===== src/rtl/riscv_fetch_stage.sv =====
// ---------------------------------------------------------------------------
// riscv_fetch_stage
//   Instruction fetch stage plus the IF/ID pipeline register. The stage holds
//   the fetch PC and fetches over a req/ack instruction-memory handshake. It
//   applies execute-stage redirects and the decode stall/flush controls, then
//   presents instr / pc / pc+4 / valid to decode.
//
// Ports
//   iclk, irst     clock; synchronous active-high reset
//   ipc_src        execute redirect strobe (taken branch / jump)
//   ipc_target_e   redirect target (bits [1:0] forced to zero)
//   istall_d       hold the IF/ID register
//   iflush_d       replace the IF/ID contents with a bubble
//   oimem_req      fetch request (low during reset and in HOLD)
//   oimem_addr     fetch address, always the current fetch PC
//   iimem_ack      fetch data valid this cycle (same-cycle ack allowed)
//   iimem_rdata    fetched instruction word
//   oinstr_d       IF/ID instruction (NOP when it holds a bubble)
//   opc_d          IF/ID PC
//   opc_plus4_d    IF/ID PC+4
//   ovalid_d       IF/ID holds a real instruction
// ---------------------------------------------------------------------------
module riscv_fetch_stage #(
   parameter int                XLEN     = 32,
   parameter logic [XLEN-1:0]   RESET_PC = '0
) (
   input  logic            iclk,
   input  logic            irst,
   input  logic            ipc_src,
   input  logic [XLEN-1:0] ipc_target_e,
   input  logic            istall_d,
   input  logic            iflush_d,
   output logic            oimem_req,
   output logic [XLEN-1:0] oimem_addr,
   input  logic            iimem_ack,
   input  logic [31:0]     iimem_rdata,
   output logic [31:0]     oinstr_d,
   output logic [XLEN-1:0] opc_d,
   output logic [XLEN-1:0] opc_plus4_d,
   output logic            ovalid_d
);

   localparam logic [31:0] NOP = 32'h0000_0013;

   // FETCH: request outstanding at r_pc_f.
   // DROP : a redirect arrived before the ack; finish the handshake, then
   //        discard the data and jump to the pending target.
   // HOLD : fetched word parked while decode stalls; no request issued.
   typedef enum logic [1:0] {S_FETCH, S_DROP, S_HOLD} state_t;

   state_t          r_state;
   state_t          w_next_state;
   logic [XLEN-1:0] r_pc_f;
   logic [XLEN-1:0] r_pending;
   logic [31:0]     r_hold;

   logic [XLEN-1:0] w_target;
   logic [XLEN-1:0] w_pc_plus4;
   logic [XLEN-1:0] w_pc_next;
   logic            w_deliver;
   logic [31:0]     w_deliver_instr;
   logic            w_pending_we;
   logic            w_hold_we;

   // Targets are word aligned; masking keeps every input bit in use.
   assign w_target   = ipc_target_e & ~XLEN'(3);
   assign w_pc_plus4 = r_pc_f + XLEN'(4);   // wraps modulo 2^XLEN
   assign oimem_addr = r_pc_f;

   // ---- FSM: state register ----------------------------------------------
   // NOTE: clocked state uses non-blocking assignments so every register
   // samples the pre-edge values regardless of block evaluation order.
   always_ff @(posedge iclk) begin
      if (irst) r_state <= S_FETCH;
      else      r_state <= w_next_state;
   end

   // ---- FSM: next-state logic --------------------------------------------
   // NOTE: every always_comb output gets a default first so no path leaves
   // it unassigned, which would infer a latch.
   always_comb begin
      w_next_state = r_state;
      unique case (r_state)
         S_FETCH: begin
            if (iimem_ack && !ipc_src && istall_d) w_next_state = S_HOLD;
            else if (!iimem_ack && ipc_src)        w_next_state = S_DROP;
         end
         S_DROP:  if (iimem_ack)             w_next_state = S_FETCH;
         S_HOLD:  if (ipc_src || !istall_d)  w_next_state = S_FETCH;
         default:                            w_next_state = S_FETCH;
      endcase
   end

   // ---- FSM: outputs -------------------------------------------------------
   always_comb begin
      oimem_req = !irst && (r_state != S_HOLD);
   end

   // ---- Datapath control: PC update, delivery, side registers -------------
   always_comb begin
      w_pc_next       = r_pc_f;
      w_deliver       = 1'b0;
      w_deliver_instr = iimem_rdata;
      w_pending_we    = 1'b0;
      w_hold_we       = 1'b0;
      unique case (r_state)
         S_FETCH: begin
            if (iimem_ack) begin
               if (ipc_src) begin
                  w_pc_next = w_target;           // fetched word discarded
               end else if (!istall_d) begin
                  w_deliver = 1'b1;
                  w_pc_next = w_pc_plus4;
               end else begin
                  w_hold_we = 1'b1;               // park word, PC stays
               end
            end else if (ipc_src) begin
               w_pending_we = 1'b1;
            end
         end
         S_DROP: begin
            // A redirect during DROP replaces the pending one (last wins).
            w_pending_we = ipc_src;
            if (iimem_ack) w_pc_next = ipc_src ? w_target : r_pending;
         end
         S_HOLD: begin
            if (ipc_src) begin
               w_pc_next = w_target;
            end else if (!istall_d) begin
               w_deliver       = 1'b1;
               w_deliver_instr = r_hold;
               w_pc_next       = w_pc_plus4;
            end
         end
         default: ;
      endcase
   end

   always_ff @(posedge iclk) begin
      if (irst) r_pc_f <= RESET_PC;
      else      r_pc_f <= w_pc_next;
   end

   // NOTE: the pending-target and hold registers carry no reset; they are
   // only read in the state that follows their own write enable.
   always_ff @(posedge iclk) begin
      if (w_pending_we) r_pending <= w_target;
      if (w_hold_we)    r_hold    <= iimem_rdata;
   end

   // ---- IF/ID register: reset > flush > stall > load/bubble ---------------
   always_ff @(posedge iclk) begin
      if (irst || iflush_d) begin
         oinstr_d    <= NOP;
         opc_d       <= '0;
         opc_plus4_d <= '0;
         ovalid_d    <= 1'b0;
      end else if (!istall_d) begin
         if (w_deliver) begin
            oinstr_d    <= w_deliver_instr;
            opc_d       <= r_pc_f;
            opc_plus4_d <= w_pc_plus4;
            ovalid_d    <= 1'b1;
         end else begin
            oinstr_d    <= NOP;
            opc_d       <= '0;
            opc_plus4_d <= '0;
            ovalid_d    <= 1'b0;
         end
      end
   end

endmodule


===== config.mk =====
export PLATFORM = sky130hd
export DESIGN_NAME = riscv_fetch_stage
export DESIGN_NICKNAME = d
export VERILOG_FILES = /design/src/rtl/riscv_fetch_stage.sv
export SDC_FILE = /design/constraint.sdc
export NUM_CORES = 1
export LEC_CHECK = 0
export CORE_MARGIN = 5
export CORE_UTILIZATION = 38
export CTS_CLUSTER_SIZE = 24
export DETAILED_ROUTE_END_ITERATION = 10
export PLACE_DENSITY_LB_ADDON = 0.3
export RECOVER_POWER = 100
export SYNTH_ARGS = -nofsm -noshare
export SYNTH_HDL_FRONTEND = slang
export SYNTH_SLANG_ARGS = --single-unit

===== constraint.sdc =====
create_clock -name iclk -period 11.8 [get_ports iclk]
set_input_delay 1.77 -clock iclk [delete_from_list [all_inputs] [get_ports iclk]]
set_output_delay 1.77 -clock iclk [all_outputs]
set_load 0.05 [all_outputs]

## Word level (Yosys, flattened, before mapping)

Cells that the tools add are included.

- Muxes and demuxes: 28
- Reduce and logical (&&, ||, !) cells: 14
- Eq/ne operators: 7
- Add/subtract/negate cells: 1

Operators by type and width:

| kind | number |
|---|---|
| $mux 32 | 10 |
| $pmux 32 s3 | 1 |
| $add 32x3->32 const B | 1 |
| $mux 1 | 10 |
| $mux 2 | 4 |
| $ne 2x2->1 const B | 4 |
| $pmux 2 s3 | 1 |
| $reduce_and 3->1 | 2 |
| $logic_and 1x1->1 | 4 |
| $logic_not 1->1 | 4 |
| $pmux 1 s2 | 2 |
| $ne 3x3->1 const B | 1 |
| $reduce_bool 3->1 | 1 |
| $eq 2x1->1 const B | 1 |
| $eq 2x2->1 const B | 1 |
| $logic_not 2->1 | 1 |
| $logic_or 1x1->1 | 2 |

- Input bits: 70
- Logic and storage cells: 58
- Register bits: 193

## Depth between registers and ports, before layout

- Depth in word-level cells: 5
- Depth in mapped cells: 8
- Mapped depth without buffers: 6

## Worst setup path before layout

OpenSTA, ideal clock, no wires.

- Kind: input -> register
- Start point: input ipc_src
- End point: register r_pending[10], enable pin
- Data arrival time: 4598 ps
- Data required time: 11337 ps
- Setup time: 463 ps
- Stages: 4
- Path slack: 6739 ps
- Cell sequence: clkbuf_1 -> inv_1 -> clkbuf_1 -> a211oi_1

- Cells in the longest elaborated chain, start to end: 3

RTL lines:

| element | line | source |
|---|---|---|
| from (decl) | 29 | `input logic ipc_src,` |
| $mux 1 | 117 | `end else if (ipc_src) begin` |
| $mux 1 | 108 | `if (iimem_ack) begin` |
| $pmux 1 s2 (*) | 106 | `unique case (r_state)` |
| via w_pending_we | 62 | `logic w_pending_we;` |
| to (signal assigned) | 147 | `if (w_pending_we) r_pending <= w_target;` |
| to (decl) | 54 | `logic [XLEN-1:0] r_pending;` |

The timed path passes the listed nets; every way through them passes the cells marked *.
A chain may end at the register's enable or synchronous reset.

## Worst setup path after layout

Ends and elaborated chain as after synthesis.

==> flow_metrics.py <==
metrics = {
    "critical_path": {
        "worst_setup_path_start_kind": "input port",
        "worst-r2r-cell-count": 5,
        "cp.required_ns": 11.82,
        "crit_fanout": 48,
        "crit_path_end_kind": "register",
        "cp.arrival_ns": 6.58,
        "worstSetupPathType": "input port to register",
    },
    "timing": {
        "setup_viol": 0,
        "period_share": 0.556,
        "setup_slack_ns": 5.24,
        "rsz0062_at_grt": "no",
        "slew_violations": 257,
        "worstMarginPinSlew_ns": 3.46,
        "whs_ns": 0.450,
        "fin_setup_tns_ns": 0,
        "hold_viol": 0,
        "layout_min_cycle_time_ns": 6.56,
        "fmax_mhz": 152,
        "max_slew_margin": -1.31,
        "final.setup_skew_ns": 0.0163,
    },
    "final_layout": {
        "fin_area_um2": 10600,
        "nets": 1017,
        "areaGrowthSynthToFinish_pct": 32.6,
        "drive_gt1_frac": 0.0876,
    },
    "die": {
        "fp.dieArea_um2": 24000,
        "initial_core_util": 0.382,
        "die_y_um": 155,
        "io_pins": 200,
        "core_um2": 20900,
        "die_x_um": 155,
        "fp-row-count": 53,
    },
    "grt": {
        "gr-max-usage-layer": "met2",
        "grt_max_degree": 80,
        "gr-total-overflow": 0,
        "use_met1": 0.257,
        "grt_pass1_vias": 6440,
        "antenna_found_initial": 6,
        "globalRouteMet3Util": 0.0526,
        "grt_pass1_wl_mm": 37.3,
        "globalRouteTotalUtil": 0.196,
        "grtUsageMet2": 0.325,
    },
    "power_and_ir_drop": {
        "power_frac_comb": 0.122,
        "p_per_area_nw_per_um2": 138,
        "p_switching_w": 0.000426,
        "finalPower_w": 0.00146,
        "seqPwrFrac": 0.488,
        "p_int_w": 0.00104,
        "clockPowerShare": 0.390,
        "power.leakage_nw": 3.86,
        "switching_share": 0.292,
        "vdd_drop_max_mv": 0.0995,
    },
    "min_path": {
        "hp-class": "register to register",
        "holdPathStages": 2,
    },
    "yosys": {
        "synthMuxAreaShare": 0.0473,
        "synth_seq_cells": 187,
        "synth_compound_area_frac": 0.167,
        "synth.avg_cell_area_um2": 10.0,
        "synthDistinctLibCells": 62,
        "ys_seq_area_frac": 0.546,
        "synth_area_um2": 7990,
        "synthSimpleGateAreaFrac": 0.160,
        "synth-async-reset-ratio": 0,
        "synthXorXnorAreaFrac": 0.0307,
        "synthAdderAreaFrac": 0.00157,
        "synth_top_family_by_area": "compound AO/OA/AOI/OAI gates",
        "ys.flop_type": "dfxtp_1",
        "yosysWarnings": 0,
        "netlist_instances": 798,
        "synth_edf_count": 62,
    },
    "routing": {
        "drt_iter0_drc": 443,
        "routed_wl_mm": 24.0,
        "drc": 0,
        "vias": 6711,
        "ant_nets": 0,
        "wl_per_cell_um": 19.4,
        "first_pass_iters": 5,
        "avgViaCountPerCell": 5.43,
    },
    "outcome": {
        "violations": "max-capacitance violations, max-slew violations",
        "status": "complete, but fails checks",
    },
    "placed_design": {
        "place_area_um2": 10000,
        "place.gp.congestion": 0.824,
        "pre_cts_ws_ns": 6.54,
        "portBuffers": 191,
        "dp_hpwl_mm": 15.8,
    },
    "cts": {
        "postCtsHoldBufs": 0,
        "clk_pin_slew_ns": 0.08,
        "clock_latency_ns": 0.43,
        "cts_resized": 0,
        "clock-sinks": 187,
        "numCtsBuffers": 17,
        "clockRootBuffer": "clkbuf_16",
        "clock_path_buffers": 2,
        "cts_htree_levels": 4,
        "cts_tree": "yes",
        "cts_setup_buffers": 0,
    },
    "run": {
        "drv_cap": 6,
    },
}
area by class of cell:
| cell class | instances | area (µm²) |
|---|---|---|
| fill | 1958 | 10300 |
| sequential | 187 | 4360 |
| multi-input combinational | 533 | 3300 |
| timing repair buffer | 202 | 1960 |
| clock buffer | 17 | 425 |
| tap | 275 | 344 |
| clock inverter | 15 | 173 |
| inverter | 5 | 18.8 |
| antenna | 1 | 2.50 |
final timing paths:
| path | from | slack, ns | to |
|---|---|---|---|
| max | ipc_src | 5.24 | r_pending[10] |
| min | opc_plus4_d[15] | 0.45 | opc_plus4_d[15] |
| min reg2reg | opc_plus4_d[15] | 0.45 | opc_plus4_d[15] |
| max reg2reg | r_state[1] | 7.66 | oinstr_d[10] |
flip-flops by register name (all words and copies together), names as in the netlist:
name,count
oinstr_d,32
r_hold,32
oimem_addr,30
opc_d,30
opc_plus4_d,30
r_pending,30
r_state,2
ovalid_d,1
cell usage in the layout (no fill, tap or decap), types with 5 or more instances in the layout:
cell | synthesis | layout
inv_8 | 0 | 5
nand2b_1 | 5 | 5
a211oi_1 | 11 | 10
nor2_1 | 105 | 105
or4_1 | 5 | 5
inv_1 | 5 | 5
o211ai_1 | 11 | 11
nor3_1 | 9 | 9
nand3_1 | 16 | 16
xnor2_1 | 16 | 16
xor2_1 | 12 | 12
o21ai_0 | 48 | 48
clkbuf_16 | 0 | 17
nand4_1 | 7 | 7
dfxtp_1 | 125 | 125
o22ai_1 | 6 | 6
dlygate4sd3_1 | 0 | 187
or3_1 | 5 | 5
nand2_1 | 68 | 68
and3_1 | 5 | 5
edfxtp_1 | 62 | 62
a21oi_1 | 28 | 28
nor2b_1 | 7 | 6
a31oi_1 | 5 | 5
conb_1 | 1 | 6
nor4_1 | 10 | 10
mux2_2 | 30 | 30
clkbuf_1 | 45 | 7
a22oi_1 | 67 | 67
power groups by stage:
stage               Clock (W)  Combinational, W  Sequential (W)
finish               0.000571          0.000178        0.000713
global placement            0          0.000185        0.000727
CTS                  0.000585          0.000187        0.000713
floorplan                   0         0.0000855        0.000753
detailed placement          0          0.000187        0.000728
global route         0.000612          0.000191        0.000716
critical path, stage by stage:
cell	delay, ns
dlygate4sd3_1	0.52
clkbuf_1	1.49
inv_1	1.01
a211oi_4	0.42
clkbuf_1	1.33
per-stage QoR:
stage / std cells / util
final: 1235 / 0.507
after global placement: 1202 / 0.480
after floorplan: 803 / -
after detailed placement: 1202 / 0.480
after CTS: 1234 / 0.509
after global routing: 1235 / 0.507
per-layer routing:
metal,routed length (µm),up-vias,part of all wire
met1,10100,3224,0.42
met5,49,-,0.0020
met3,1900,36,0.079
met4,342,10,0.014
met2,11600,253,0.48
li1,-,3188,-
synthesized netlist by cell type, types with 3 or more instances:
cell type | instances | area share
a2bb2oi_1 | 4 | 0.0044
a211oi_1 | 11 | 0.010
mux2i_1 | 4 | 0.0050
clkbuf_1 | 45 | 0.021
nor2b_1 | 7 | 0.0055
nand4_1 | 7 | 0.0055
nor2_1 | 105 | 0.049
o211ai_1 | 11 | 0.010
nand2b_1 | 5 | 0.0039
o21ai_0 | 48 | 0.030
o22ai_1 | 6 | 0.0047
edfxtp_1 | 62 | 0.23
nor3_1 | 9 | 0.0056
or3_1 | 5 | 0.0039
a22oi_1 | 67 | 0.063
inv_1 | 5 | 0.0023
nor4_1 | 10 | 0.0078
buf_2 | 23 | 0.014
xor2_1 | 12 | 0.013
buf_4 | 6 | 0.0056
o31a_1 | 4 | 0.0044
a21oi_1 | 28 | 0.018
nand2_1 | 68 | 0.032
xnor2_1 | 16 | 0.018
or4_1 | 5 | 0.0047
o31ai_1 | 3 | 0.0028
nand3_1 | 16 | 0.010
a31oi_1 | 5 | 0.0039
and3_1 | 5 | 0.0039
mux2_2 | 30 | 0.042
dfxtp_1 | 125 | 0.31
logic make-up after synthesis:
| family | count (synthesis) |
|---|---|
| muxes | 34 |
| other | 1 |
| and+or+nand+nor | 263 |
| DFF | 187 |
| adders and majority gates | 1 |
| AOI/OAI and AO/OA | 201 |
| buffers and inverters | 83 |
| xor gates and xnor gates | 28 |
No activity file was read; power rests on OpenSTA's default activity.
